### src/rtl/chaotic_iter_ctrl.sv
// Feedback sequencer for the x/y/z chaotic stages. Period is L+2 cycles per iteration, with one issue triple in flight.
// There is no backpressure: a result is accepted whenever it is presented in WAIT, and start is ignored while busy.
module chaotic_iter_ctrl #(
    parameter int DATA_WIDTH = 64,
    parameter int CNT_WIDTH  = 16,
    parameter int TIMEOUT    = 1024
) (
    input  logic                  clk,
    input  logic                  rst_n,
    input  logic                  start,
    input  logic [DATA_WIDTH-1:0] seed_x,
    input  logic [DATA_WIDTH-1:0] seed_y,
    input  logic [DATA_WIDTH-1:0] seed_z,
    input  logic [CNT_WIDTH-1:0]  warmup,
    input  logic [CNT_WIDTH-1:0]  num_iter,
    output logic                  xn_valid,
    output logic                  yn_valid,
    output logic                  zn_valid,
    output logic [DATA_WIDTH-1:0] xn,
    output logic [DATA_WIDTH-1:0] yn,
    output logic [DATA_WIDTH-1:0] zn,
    input  logic                  xn1_valid,
    input  logic                  yn1_valid,
    input  logic                  zn1_valid,
    input  logic [DATA_WIDTH-1:0] xn1,
    input  logic [DATA_WIDTH-1:0] yn1,
    input  logic [DATA_WIDTH-1:0] zn1,
    output logic                  out_valid,
    output logic [DATA_WIDTH-1:0] out_x,
    output logic [DATA_WIDTH-1:0] out_y,
    output logic [DATA_WIDTH-1:0] out_z,
    output logic                  busy,
    output logic                  done,
    output logic                  err
);

    localparam int TW = $clog2(TIMEOUT + 1);

    typedef enum logic [1:0] {S_IDLE, S_ISSUE, S_WAIT, S_UPDATE} state_t;

    state_t                state_q, state_d;
    logic [DATA_WIDTH-1:0] sx_q, sx_d, sy_q, sy_d, sz_q, sz_d;
    logic [DATA_WIDTH-1:0] cx_q, cx_d, cy_q, cy_d, cz_q, cz_d;
    logic [DATA_WIDTH-1:0] ox_q, ox_d, oy_q, oy_d, oz_q, oz_d;
    logic                  got_x_q, got_x_d, got_y_q, got_y_d, got_z_q, got_z_d;
    logic [CNT_WIDTH-1:0]  warm_q, warm_d, num_q, num_d;
    logic [CNT_WIDTH:0]    iter_q, iter_d;
    logic [TW-1:0]         timer_q, timer_d;
    logic                  issue_vld_q, issue_vld_d;
    logic                  out_vld_q, out_vld_d;
    logic                  busy_q, busy_d, done_q, done_d, err_q, err_d;

    // One extra bit keeps warmup+num_iter and the iteration count from wrapping.
    logic [CNT_WIDTH:0] run_len;
    logic [CNT_WIDTH:0] iter_inc;
    assign run_len  = {1'b0, warm_q} + {1'b0, num_q};
    assign iter_inc = iter_q + (CNT_WIDTH+1)'(1);

    always_comb begin
        state_d     = state_q;
        sx_d        = sx_q;
        sy_d        = sy_q;
        sz_d        = sz_q;
        cx_d        = cx_q;
        cy_d        = cy_q;
        cz_d        = cz_q;
        ox_d        = ox_q;
        oy_d        = oy_q;
        oz_d        = oz_q;
        got_x_d     = got_x_q;
        got_y_d     = got_y_q;
        got_z_d     = got_z_q;
        warm_d      = warm_q;
        num_d       = num_q;
        iter_d      = iter_q;
        timer_d     = timer_q;
        issue_vld_d = 1'b0;
        out_vld_d   = 1'b0;
        busy_d      = busy_q;
        done_d      = 1'b0;
        err_d       = err_q;
        case (state_q)
            S_IDLE: begin
                if (start) begin
                    sx_d   = seed_x;
                    sy_d   = seed_y;
                    sz_d   = seed_z;
                    warm_d = warmup;
                    num_d  = num_iter;
                    iter_d = '0;
                    err_d  = 1'b0;
                    if (num_iter == '0) begin
                        done_d = 1'b1;
                    end else begin
                        issue_vld_d = 1'b1;
                        busy_d      = 1'b1;
                        state_d     = S_ISSUE;
                    end
                end
            end
            S_ISSUE: begin
                got_x_d = 1'b0;
                got_y_d = 1'b0;
                got_z_d = 1'b0;
                timer_d = '0;
                state_d = S_WAIT;
            end
            S_WAIT: begin
                // First capture per channel wins; later repeats are dropped.
                if (xn1_valid && !got_x_q) begin
                    cx_d    = xn1;
                    got_x_d = 1'b1;
                end
                if (yn1_valid && !got_y_q) begin
                    cy_d    = yn1;
                    got_y_d = 1'b1;
                end
                if (zn1_valid && !got_z_q) begin
                    cz_d    = zn1;
                    got_z_d = 1'b1;
                end
                timer_d = timer_q + TW'(1);
                if (got_x_d && got_y_d && got_z_d) begin
                    state_d = S_UPDATE;
                end else if (timer_q == TW'(TIMEOUT - 2)) begin
                    err_d   = 1'b1;
                    busy_d  = 1'b0;
                    state_d = S_IDLE;
                end
            end
            S_UPDATE: begin
                sx_d   = cx_q;
                sy_d   = cy_q;
                sz_d   = cz_q;
                iter_d = iter_inc;
                if (iter_q >= {1'b0, warm_q}) begin
                    ox_d      = cx_q;
                    oy_d      = cy_q;
                    oz_d      = cz_q;
                    out_vld_d = 1'b1;
                end
                if (iter_inc == run_len) begin
                    done_d  = 1'b1;
                    busy_d  = 1'b0;
                    state_d = S_IDLE;
                end else begin
                    issue_vld_d = 1'b1;
                    state_d     = S_ISSUE;
                end
            end
            default: state_d = S_IDLE;
        endcase
    end

    always_ff @(posedge clk or negedge rst_n) begin
        if (!rst_n) begin
            state_q     <= S_IDLE;
            sx_q        <= '0;
            sy_q        <= '0;
            sz_q        <= '0;
            cx_q        <= '0;
            cy_q        <= '0;
            cz_q        <= '0;
            ox_q        <= '0;
            oy_q        <= '0;
            oz_q        <= '0;
            got_x_q     <= 1'b0;
            got_y_q     <= 1'b0;
            got_z_q     <= 1'b0;
            warm_q      <= '0;
            num_q       <= '0;
            iter_q      <= '0;
            timer_q     <= '0;
            issue_vld_q <= 1'b0;
            out_vld_q   <= 1'b0;
            busy_q      <= 1'b0;
            done_q      <= 1'b0;
            err_q       <= 1'b0;
        end else begin
            state_q     <= state_d;
            sx_q        <= sx_d;
            sy_q        <= sy_d;
            sz_q        <= sz_d;
            cx_q        <= cx_d;
            cy_q        <= cy_d;
            cz_q        <= cz_d;
            ox_q        <= ox_d;
            oy_q        <= oy_d;
            oz_q        <= oz_d;
            got_x_q     <= got_x_d;
            got_y_q     <= got_y_d;
            got_z_q     <= got_z_d;
            warm_q      <= warm_d;
            num_q       <= num_d;
            iter_q      <= iter_d;
            timer_q     <= timer_d;
            issue_vld_q <= issue_vld_d;
            out_vld_q   <= out_vld_d;
            busy_q      <= busy_d;
            done_q      <= done_d;
            err_q       <= err_d;
        end
    end

    assign xn_valid  = issue_vld_q;
    assign yn_valid  = issue_vld_q;
    assign zn_valid  = issue_vld_q;
    assign xn        = sx_q;
    assign yn        = sy_q;
    assign zn        = sz_q;
    assign out_valid = out_vld_q;
    assign out_x     = ox_q;
    assign out_y     = oy_q;
    assign out_z     = oz_q;
    assign busy      = busy_q;
    assign done      = done_q;
    assign err       = err_q;

endmodule

### config.mk
export PLATFORM = sky130hd
export DESIGN_NAME = chaotic_iter_ctrl
export DESIGN_NICKNAME = d
export VERILOG_FILES = /design/src/rtl/chaotic_iter_ctrl.sv
export SDC_FILE = /design/constraint.sdc
export NUM_CORES = 1
export LEC_CHECK = 0
export ABC_AREA = 0
export CAP_MARGIN = 25
export CORE_ASPECT_RATIO = 2
export CORE_MARGIN = 5
export CORE_UTILIZATION = 25
export CTS_CLUSTER_DIAMETER = 30
export DETAILED_ROUTE_END_ITERATION = 7
export PLACE_DENSITY = 0.5
export SYNTH_ARGS = -nofsm -noshare
export SYNTH_HDL_FRONTEND = slang
export SYNTH_SLANG_ARGS = --single-unit
### constraint.sdc
create_clock -name clk -period 3 [get_ports clk]
set_input_delay 0.6 -clock clk [delete_from_list [all_inputs] [get_ports clk]]
set_output_delay 0.6 -clock clk [all_outputs]
set_load 0.02 [all_outputs]
==> flow_metrics.py, run 1 <==
metrics = {
    "cts": {
        "tritoncts": "yes",
        "root_buffer": "sky130_fd_sc_hd__clkbuf_16",
        "clock_tree.buffer_depth": 3,
        "cts-buffers-inserted": 106,
        "clock_insertion_delay_worst_skew_ns": 0.70,
        "cts.reportedPaths.clkPinSlew_ns": 0.05,
        "ctsHtreeMaxLevel": 3,
        "clock_sinks": 646,
    },
    "run_status": {
        "status": "complete, but fails checks",
        "failed_checks": "negative setup slack",
    },
    "yosys": {
        "yosys_most_used_dff": "sky130_fd_sc_hd__dfrtp_1",
        "synth.net_count": 2606,
        "ys_async_sr_fraction_pct": 100,
        "synth.yosys.seq_area_share_pct": 58.6,
        "ys_ff_latch": 646,
        "syn_inst": 2144,
        "ys_warn_count": 0,
        "synth_area_leaders": "sky130_fd_sc_hd__dfrtp_1, sky130_fd_sc_hd__mux2_2, sky130_fd_sc_hd__mux2i_1",
        "synth_enable_flop_cells": 0,
        "synth_area_um2": 27600,
        "synth_top_cell_by_area": "sky130_fd_sc_hd__dfrtp_1",
        "synth_cell_type_count": 66,
        "netlist.area_leader.share_pct": 58.6,
        "post_synth.cell_area_avg_um2": 12.9,
    },
    "sta": {
        "slew_violations": 0,
        "report.final.hold_viol_count": 0,
        "maxClockFrequency_ghz": 0.332,
        "finalSetupViolCount": 5,
        "timing.clock.skew_ns": 0.0257,
        "fin_crit_sh_pct": 101,
        "rsz0062_at_grt": "true",
        "post-route-worst-setup-slack_ns": -0.0164,
        "max_slew.worst_pin.slew_ns": 0.680,
        "final.min_clock_period_ns": 3.02,
        "slew-limit-headroom_pct": 53.4,
    },
    "critical_path": {
        "timing.critical_path.from_type": "flip-flop",
        "cp.arrival_ns": 3.58,
        "endpoint_kind": "flip-flop",
        "setup.worst_path.start": "warm_q[1]",
        "path_common_cell": "sky130_fd_sc_hd__o21a_1",
        "criticalPathCategory": "reg -> reg",
        "path_max_fanout": 6,
        "worst-endpoint-required_ns": 3.56,
        "critPathSlowestCell": "sky130_fd_sc_hd__dfrtp_1",
        "worst_r2r_startpoint": "warm_q[1]",
        "cp_cell_sequence": "inv_2 -> buf_6 -> ha_4 -> nor2b_4 -> o21a_1 -> o21a_1 -> o21a_1 -> o21a_1 -> o211ai_1 -> a21oi_2 -> o21ai_4 -> buf_12 -> buf_16 -> buf_12 -> buf_16 -> mux2_4",
        "critPathMaxStageDelay_ns": 0.36,
    },
    "cells_and_area": {
        "final_layout_size_suffix_gt1_share_pct": 24.9,
        "area_growth_pct": 56.2,
        "final_cell_area_um2": 43000,
        "multiInputGateArea_um2": 11200,
        "layout.area.seq_um2": 16200,
        "design.final.nets": 3548,
        "fill_cells": 10600,
    },
    "placed_design": {
        "port_buffers": 812,
        "placement.cell_area_um2": 38200,
        "post-dp-hpwl_mm": 82.0,
        "finalWeightedCongestion": 0.794,
    },
    "detailed_routing": {
        "vias": 20500,
        "post_drt_via_cell_ratio": 4.47,
        "drt_iter0_markers": 782,
        "first_pass_iters": 4,
        "drt_drc_violations_left": 0,
        "final_routed_wirelength_mm": 109,
        "routedWlPerCell_um": 23.8,
        "ant_nets": 0,
    },
    "power_and_ir_drop": {
        "vdd_drop_max_uv": 636,
        "power_per_cell_area_nw_per_um2": 984,
        "static-leakage-power_nw": 19.0,
        "total_power_mw": 42.4,
    },
    "floorplan": {
        "die_area_um2": 117000,
        "num_rows": 172,
        "initial_core_util_pct": 25.1,
        "io_pins": 813,
        "die_height_um": 480,
        "die_w_um": 245,
        "coreArea_um2": 110000,
    },
    "worst_hold_path": {
        "worst_hold_path_type": "reg -> reg",
        "worst_hold_startpoint": "yn[40]",
    },
    "global_routing": {
        "global_route_wire_length_before_repair_mm": 156,
        "globalRouteOverflowTotal": 0,
        "grt_use_total_pct": 17.9,
        "grt_antenna_before_repair": 36,
        "grt_pass1_vias": 22400,
        "largest_net_degree_at_the_start_of_global_routing": 82,
    },
    "job": {
        "drv.max_cap_violation_count": 0,
    },
}
final timing paths:
path,end,slack (ns),depth (start not counted)
hold / removal,yn[40],0.47,2
min in group asynchronous,cy_q[52],0.54,2
setup / recovery,out_z[48],-0.02,16
setup reg to reg,out_z[48],-0.02,16
max in group asynchronous,iter_q[11],1.54,4
hold reg to reg,yn[40],0.47,2
critical path: cells and delay by family (launching register included):
family	cells	cell delay (ns)
compound gates	7	1.15
buf+inv	6	0.73
fa+ha+maj	1	0.22
simple gates	1	0.11
mux	1	0.29
flops	1	0.36
layer usage:
layer | vias to the layer above | global-route usage (%) | share of wire, %
met5 | - | 0 | 0.12
met4 | 22 | 5.75 | 2.9
met3 | 166 | 8.85 | 11
met2 | 863 | 29.9 | 48
met1 | 9983 | 20.0 | 38
li1 | 9468 | - | -
cell type report:
cell class	instances	share of cell area (%)
multi-input combinational	1343	26.0
tap	1392	4.05
timing repair buffer	960	23.0
clock inverter	66	2.28
clock buffer	134	6.78
inverter	29	0.253
sequential	646	37.6
antenna	13	0.0756
kinds of logic (layout without fill, tap and decap cells):
| logic type | after synthesis | count (layout) | share of synthesized area (%) |
|---|---|---|---|
| AOI/OAI and AO/OA | 311 | 311 | 6.19 |
| xor gates and xnor gates | 45 | 45 | 1.43 |
| buffers and inverters | 155 | 1189 | 2.40 |
| other | 0 | 13 | 0 |
| adders and majority gates | 40 | 40 | 1.84 |
| muxes | 609 | 609 | 24.0 |
| and+or+nand+nor | 338 | 338 | 5.50 |
| DFF | 646 | 646 | 58.6 |
metrics by stage:
step	hold WS [ns]	setup TNS, ns	setup WS [ns]	std cells	utilization (%)
3_5_place_dp	0.469	-38.96	-0.263	4353	34.8
5_1_grt	0.458	-13.40	-0.123	4578	39.2
4_1_cts	0.429	-6.85	-0.108	4569	39.0
2_1_floorplan	0.304	0	0.202	2144	-
3_3_place_gp	0.460	-38.99	-0.277	4353	34.8
6_report	0.475	-0.0632	-0.0164	4583	39.2
state kept, by name, indices dropped and copies added (netlist names), 2 cells and up:
name and cells:
out_z 64, iter_q 17, cx_q 64, num_q 16, xn 64, cz_q 64, cy_q 64, timer_q 11
state_q 2, out_y 64, out_x 64, yn 64, warm_q 16, zn 64
layout by cell type, fill, tap and decap left out, drive strengths merged, types with 3 or more instances in the layout:
master	Yosys	routed
mux2i	193	193
clkinv	0	23
or3	5	5
clkinvlp	0	11
nor2	28	28
xnor2	34	34
nor4	4	4
clkdlybuf4s50	0	811
xor2	11	11
o21a	7	7
nand3b	4	4
a21oi	28	28
o21ai	235	235
o22ai	3	3
mux2	416	416
buf	35	144
and3	11	11
dfrtp	646	646
ha	39	39
a21o	6	6
bufinv	0	18
nor2b	6	6
nor3b	3	3
a211oi	4	4
nor3	8	8
diode	0	13
inv	29	43
nand3	20	20
nand4	8	8
a31oi	6	6
nand2	231	231
o31ai	4	4
clkbuf	91	138
repair_timing:
item,4_1_cts,5_1_grt
gates cloned,5,4
hold buffers,1,0
resized for setup,99,46
setup endpoints to repair,188,190
pin swaps,8,8
hold endpoints to repair,44,0
buffers inserted,11,2
cell usage after synthesis (all sizes together), types with 28 or more instances:
cell,number
inv,29
dfrtp,646
mux2i,193
o21ai,235
nor2,28
mux2,416
buf,35
a21oi,28
nand2,231
clkbuf,91
ha,39
xnor2,34
power breakdown:
group / switching, mW / internal, mW
Combinational: 8.00 / 7.29
Clock: 4.74 / 8.53
Sequential: 2.19 / 11.6
Total: 14.9 / 27.4
No activity file was read; power rests on OpenSTA's default activity.
==> run 2, diff against run 1 <==
--- a/config.mk
+++ b/config.mk
@@ -7,7 +7,6 @@
 export LEC_CHECK = 0
 export ABC_AREA = 0
 export CAP_MARGIN = 25
-export CORE_ASPECT_RATIO = 2
 export CORE_MARGIN = 5
 export CORE_UTILIZATION = 25
 export CTS_CLUSTER_DIAMETER = 30
==> run 2 against run 1 <==
The flow still finishes with violations (negative setup slack). Combinational power shrank 5%. Non-clock buffer count shrank 28. Register-to-register slack lost 0.03 ns. First-iteration DRC count grew 11%. Cell area grew 6.2%. Clock-buffer cell count grew 111. Power grew 13%. Routed wire length shrank 3.8%. Sequential cell count is the same. Global-route usage shrank 0.62 points. Maximum frequency shrank 1.1%. Critical endpoint is now out_y[50]. Largest power group is now the clock network. Highest routed layer unchanged.
==> flow_metrics.py, run 2 (synthesis results as in run 1) <==
metrics = {
    "run_status": {
        "status": "complete, but fails checks",
        "failed_checks": "negative setup slack",
    },
    "cells_and_area": {
        "multiInputGateArea_um2": 11500,
        "design.final.nets": 3588,
        "final_layout_size_suffix_gt1_share_pct": 26.3,
        "layout.cells.most_common_list": "sky130_fd_sc_hd__clkdlybuf4s50_1, sky130_fd_sc_hd__dfrtp_1, sky130_fd_sc_hd__mux2_2",
        "finalNonFillerCells": 4769,
        "area_growth_pct": 65.8,
        "fill_cells": 10200,
        "final_cell_area_um2": 45700,
        "layout.area.seq_um2": 16200,
        "layout.core_utilization_pct": 41.9,
        "most_frequent_standard_cell_in_the_layout_excluding_fill_and_tap_cells": "sky130_fd_sc_hd__clkdlybuf4s50_1",
    },
    "sta": {
        "fin_crit_sh_pct": 102,
        "report.final.hold_viol_count": 0,
        "final.setup.tns_ns": -0.706,
        "max_slew.worst_pin.slew_ns": 0.817,
        "final.min_clock_period_ns": 3.05,
        "maxClockFrequency_ghz": 0.328,
        "post-route-worst-setup-slack_ns": -0.0485,
        "rsz0062_at_grt": "true",
        "timing.clock.skew_ns": 0.0475,
        "slew_violations": 0,
        "finalSetupViolCount": 38,
        "slew-limit-headroom_pct": 45.6,
        "hold_ws_ns": 0.448,
    },
    "critical_path": {
        "slack_of_the_worst_reg_to_reg_path_ns": -0.05,
        "path_common_cell": "sky130_fd_sc_hd__o21a_1",
        "cp_cell_sequence": "inv_2 -> ha_4 -> nor2b_1 -> o21a_1 -> o21a_1 -> o21a_1 -> o21a_1 -> o211ai_1 -> a21oi_2 -> o21ai_4 -> buf_12 -> buf_16 -> buf_12 -> buf_16 -> mux2_4",
        "path_max_fanout": 8,
        "critical-path-top-delay-family": "compound AO/OA/AOI/OAI gates",
        "criticalPathCategory": "reg -> reg",
        "regToRegEndpoint": "out_y[50]",
        "endpoint_kind": "flip-flop",
        "critPathSlowestCell": "sky130_fd_sc_hd__dfrtp_1",
        "buffers_plus_inverters_on_the_worst_setup_path": 5,
        "worst_r2r_startpoint": "warm_q[1]",
        "reg2regPathDepth": 15,
        "worst-endpoint-required_ns": 3.61,
        "timing.critical_path.from_type": "flip-flop",
        "critPathMaxStageDelay_ns": 0.39,
        "cp.arrival_ns": 3.66,
    },
    "global_routing": {
        "largest_net_degree_at_the_start_of_global_routing": 128,
        "grt_pass1_vias": 22300,
        "global_route_wire_length_before_repair_mm": 151,
        "grt_antenna_before_repair": 35,
        "grt_use_total_pct": 17.3,
        "globalRouteOverflowTotal": 0,
    },
    "cts": {
        "root_buffer": "sky130_fd_sc_hd__clkbuf_16",
        "clock_sinks": 646,
        "tritoncts": "yes",
        "cts.reportedPaths.clkPinSlew_ns": 0.05,
        "ctsHtreeMaxLevel": 4,
        "clock_insertion_delay_worst_skew_ns": 0.75,
        "cts-buffers-inserted": 174,
        "clock_tree.buffer_depth": 3,
    },
    "detailed_routing": {
        "vias": 20700,
        "routedWlPerCell_um": 22.0,
        "post_drt_via_cell_ratio": 4.33,
        "first_pass_iters": 5,
        "drt_iter0_markers": 868,
        "drt_drc_violations_left": 0,
        "final_routed_wirelength_mm": 105,
        "ant_nets": 0,
    },
    "floorplan": {
        "die_height_um": 342,
        "coreArea_um2": 109000,
        "num_rows": 121,
        "initial_core_util_pct": 25.3,
        "io_pins": 813,
        "die_area_um2": 117000,
        "die_w_um": 342,
    },
    "placed_design": {
        "placed_cells": 4404,
        "finalWeightedCongestion": 0.779,
        "post-dp-hpwl_mm": 75.4,
        "placement.cell_area_um2": 38100,
        "port_buffers": 812,
        "setup_slack_placement_ns": -0.153,
    },
    "power_and_ir_drop": {
        "vdd_drop_max_uv": 792,
        "total_power_mw": 47.9,
        "power_per_cell_area_nw_per_um2": 1050,
        "static-leakage-power_nw": 20.4,
    },
    "job": {
        "drv.max_cap_violation_count": 0,
    },
    "worst_hold_path": {
        "worst_hold_path_type": "in -> async",
    },
}
[run 2: area by class of cell]
class / count / area share [%]
flip-flops and latches: 646 / 35.4
multi-input cells: 1343 / 25.1
repair buffers: 932 / 21.4
clock buffers: 245 / 11.1
well taps: 1476 / 4.04
clock inverters: 75 / 2.59
inverters: 29 / 0.238
diodes: 23 / 0.126
[run 2: worst max-delay path by stage]
stage	from	to	slack, ns	cells after the start
after global routing	warm_q[1]	out_y[50]	-0.20	15
after CTS	warm_q[1]	out_x[25]	-0.17	16
after detailed placement	warm_q[0]	xn_valid	-0.15	12
after global placement	warm_q[1]	out_z[27]	-0.16	13
after floorplan	warm_q[0]	busy	0.20	12
final	warm_q[1]	out_y[50]	-0.05	15
[run 2: power breakdown]
group | internal, mW | switching, mW
clock network | 13.8 | 5.71
registers | 11.6 | 2.24
logic | 7.02 | 7.46
total | 32.4 | 15.4
[run 2: metal layers]
| metal | GRT usage, % | routed length (um) | vias up |
|---|---|---|---|
| met3 | 7.65 | 9530 | 207 |
| met2 | 28.5 | 51400 | 703 |
| li1 | - | - | 9613 |
| met1 | 19.4 | 40200 | 10100 |
| met5 | 0 | 161 | - |
| met4 | 7.75 | 3500 | 22 |
[run 2: repair_timing]
item,CTS,global route
gates cloned,5,6
endpoints found under the setup margin,191,196
endpoints found under the hold margin,38,0
setup buffers,10,9
pin swaps,5,8
hold buffers,1,0
gates resized for setup,103,129
[run 2: worst register-to-register path, stage by stage, from the launching register on]
cell and delay [ns]:
sky130_fd_sc_hd__dfrtp_1 0.39, sky130_fd_sc_hd__inv_2 0.08, sky130_fd_sc_hd__ha_4 0.19, sky130_fd_sc_hd__nor2b_1 0.12
sky130_fd_sc_hd__o21a_1 0.16, sky130_fd_sc_hd__o21a_1 0.16, sky130_fd_sc_hd__o21a_1 0.17, sky130_fd_sc_hd__o21a_1 0.17
sky130_fd_sc_hd__o211ai_1 0.27, sky130_fd_sc_hd__a21oi_2 0.12, sky130_fd_sc_hd__o21ai_4 0.19, sky130_fd_sc_hd__buf_12 0.16
sky130_fd_sc_hd__buf_16 0.17, sky130_fd_sc_hd__buf_12 0.15, sky130_fd_sc_hd__buf_16 0.13, sky130_fd_sc_hd__mux2_4 0.30
==> run 3, diff against run 2 <==
--- a/config.mk
+++ b/config.mk
@@ -7,11 +7,11 @@
 export LEC_CHECK = 0
 export ABC_AREA = 0
 export CAP_MARGIN = 25
-export CORE_MARGIN = 5
-export CORE_UTILIZATION = 25
-export CTS_CLUSTER_DIAMETER = 30
+export CORE_AREA = 5 5 309 311
+export CTS_CLUSTER_DIAMETER = 50
 export DETAILED_ROUTE_END_ITERATION = 7
-export PLACE_DENSITY = 0.5
+export DIE_AREA = 0 0 314 316
+export PLACE_DENSITY = 0.58
 export SYNTH_ARGS = -nofsm -noshare
 export SYNTH_HDL_FRONTEND = slang
 export SYNTH_SLANG_ARGS = --single-unit
==> run 3 against run 2 <==
The run now ends clean. Sequential share of layout area is 2.7 points higher. Maximum frequency is 2.6% higher. Via count is 0.18% lower. Non-clock buffer count is 9 higher. Routed wire length is 3.5% lower. Cell count is 9.0% lower. Largest cell class unchanged. Highest routed layer unchanged.
==> flow_metrics.py, run 3 (synthesis results as in run 1) <==
metrics = {
    "run_status": {
        "status": "completed",
    },
    "sta": {
        "slew_violations": 0,
        "final.min_clock_period_ns": 2.97,
        "max_slew.worst_pin.slew_ns": 0.664,
        "rsz0062_at_grt": "true",
        "hold_ws_ns": 0.475,
        "timing.clock.skew_ns": 0.0361,
        "slew-limit-headroom_pct": 55.7,
        "finalSetupViolCount": 0,
        "maxClockFrequency_ghz": 0.337,
        "fin_crit_sh_pct": 99.0,
        "report.final.hold_viol_count": 0,
    },
    "critical_path": {
        "buffers_plus_inverters_on_the_worst_setup_path": 2,
        "path_max_fanout": 3,
        "timing.critical_path.from_type": "flip-flop",
        "cp_cell_sequence": "buf_4 -> buf_4 -> ha_1 -> a21oi_2 -> o211a_1 -> o21ba_2 -> xnor2_1 -> a2111oi_4 -> nand4_1 -> or4_4 -> o21ai_4 -> o211ai_1",
        "cp.arrival_ns": 3.50,
        "critical-path-top-delay-family": "compound AO/OA/AOI/OAI gates",
        "worst-endpoint-required_ns": 3.53,
        "path_common_cell": "sky130_fd_sc_hd__buf_4",
        "criticalPathCategory": "reg -> reg",
        "critPathSlowestCell": "sky130_fd_sc_hd__or4_4",
        "critPathMaxStageDelay_ns": 0.48,
        "endpoint_kind": "flip-flop",
    },
    "detailed_routing": {
        "first_pass_iters": 5,
        "ant_nets": 0,
        "routedWlPerCell_um": 23.3,
        "drt_drc_violations_left": 0,
        "post_drt_via_cell_ratio": 4.75,
        "drt_iter0_markers": 1223,
        "vias": 20600,
        "final_routed_wirelength_mm": 101,
    },
    "power_and_ir_drop": {
        "vdd_drop_max_uv": 570,
        "total_power_mw": 39.4,
        "power_frac_comb_pct": 37.2,
        "power_switching_mw": 14.1,
        "cellInternalPower_mw": 25.3,
        "power.switching_fraction_pct": 35.9,
        "static-leakage-power_nw": 19.0,
        "seqPwrFrac_pct": 35.3,
        "clock_power_share_pct": 27.5,
        "power_per_cell_area_nw_per_um2": 929,
    },
    "cells_and_area": {
        "area_growth_pct": 53.9,
        "final_layout_size_suffix_gt1_share_pct": 23.5,
        "final_cell_area_um2": 42400,
        "most_frequent_standard_cell_in_the_layout_excluding_fill_and_tap_cells": "sky130_fd_sc_hd__clkdlybuf4s50_1",
        "layout.cells.most_common_list": "sky130_fd_sc_hd__clkdlybuf4s50_1, sky130_fd_sc_hd__dfrtp_1, sky130_fd_sc_hd__mux2_2",
        "design.final.nets": 3515,
        "layout.core_utilization_pct": 45.9,
        "finalNonFillerCells": 4342,
    },
    "global_routing": {
        "grt_pass1_vias": 22400,
        "global_route_wire_length_before_repair_mm": 146,
        "grt_antenna_before_repair": 21,
        "grt_use_total_pct": 19.3,
        "largest_net_degree_at_the_start_of_global_routing": 107,
        "globalRouteOverflowTotal": 0,
    },
    "cts": {
        "tritoncts": "yes",
        "root_buffer": "sky130_fd_sc_hd__clkbuf_16",
        "cts-buffers-inserted": 92,
        "cts.reportedPaths.clkPinSlew_ns": 0.06,
        "clock_insertion_delay_worst_skew_ns": 0.67,
        "clock_tree.buffer_depth": 3,
        "clock_sinks": 646,
        "ctsHtreeMaxLevel": 3,
    },
    "job": {
        "drv.max_cap_violation_count": 0,
    },
    "placed_design": {
        "port_buffers": 812,
        "finalWeightedCongestion": 0.896,
        "placed_cells": 4134,
        "post-dp-hpwl_mm": 74.3,
        "placement.cell_area_um2": 37900,
    },
    "worst_hold_path": {
        "worst_hold_path_type": "reg -> reg",
    },
    "floorplan": {
        "initial_core_util_pct": 29.8,
        "die_height_um": 316,
        "die_w_um": 314,
        "die_area_um2": 99200,
        "coreArea_um2": 92500,
        "io_pins": 813,
        "num_rows": 112,
    },
}
run 3: changes by cell type in the layout (fill, tap and decap cells not counted), sizes merged:
| cell | change |
|---|---|
| buf | +7 |
| bufinv | -21 |
| clkbuf | -116 |
| clkinv | -18 |
| diode | -8 |
| inv | +8 |
run 3: worst reg2reg max path, cell delays in order (launching register included):
cell and delay [ns]:
sky130_fd_sc_hd__dfrtp_1 0.38, sky130_fd_sc_hd__buf_4 0.13, sky130_fd_sc_hd__buf_4 0.12, sky130_fd_sc_hd__ha_1 0.28, sky130_fd_sc_hd__a21oi_2 0.06, sky130_fd_sc_hd__o211a_1 0.24, sky130_fd_sc_hd__o21ba_2 0.24, sky130_fd_sc_hd__xnor2_1 0.16
sky130_fd_sc_hd__a2111oi_4 0.33, sky130_fd_sc_hd__nand4_1 0.17, sky130_fd_sc_hd__or4_4 0.48, sky130_fd_sc_hd__o21ai_4 0.17, sky130_fd_sc_hd__o211ai_1 0.10
run 3: final cells by class:
type / count / area [um^2]
Antenna cell: 15 / 37.5
Clock buffer: 127 / 2650
Clock inverter: 44 / 475
Fill cell: 8279 / 50100
Inverter: 29 / 109
Multi-Input combinational cell: 1343 / 11500
Sequential cell: 646 / 16200
Tap cell: 1197 / 1500
Timing Repair Buffer: 941 / 9950
run 3: path summary, 6_finish.rpt:
check / start / end / slack [ns] / cells after the start
worst max-delay path: warm_q[1] / busy / 0.03 / 12
worst min-delay path: zn[6] / zn[6] / 0.48 / 2
worst max register to register: warm_q[1] / busy / 0.03 / 12
worst min register to register: zn[6] / zn[6] / 0.48 / 2
max in group asynchronous: rst_n / xn[30] / 1.46 / 3
min in group asynchronous: rst_n / warm_q[7] / 0.51 / 2
run 3: repair_timing:
action / CTS / global route
buffers inserted: 7 / 3
gates cloned: 5 / 9
endpoints found under the hold margin: 50 / 0
pin swaps: 6 / 9
resized for setup: 118 / 139
endpoints found under the setup margin: 197 / 195
hold buffers: 1 / 0
run 3: per-stage QoR:
step | setup TNS, ns | worst slack, ns
3_3_place_gp | -49.18 | -0.325
5_1_grt | -6.28 | -0.123
2_1_floorplan | 0 | 0.202
4_1_cts | -2.12 | -0.0632
3_5_place_dp | -55.35 | -0.369
6_report | 0 | 0.0288
run 3: power groups by stage:
stage,clock network [mW],registers [mW],logic (mW)
3_3_place_gp,0,13.9,14.2
2_1_floorplan,0,14.6,7.12
3_5_place_dp,0,14.0,14.5
5_1_grt,11.5,14.3,15.9
4_1_cts,11.1,13.9,14.6
6_report,10.8,13.9,14.6
run 3: per-layer routing:
layer / vias up / global-route usage [%] / wire [um]
li1: 9385 / - / -
met5: - / 0 / 59
met2: 621 / 33.6 / 51000
met4: 8 / 6.53 / 3090
met1: 10400 / 22.7 / 40100
met3: 160 / 5.95 / 6920
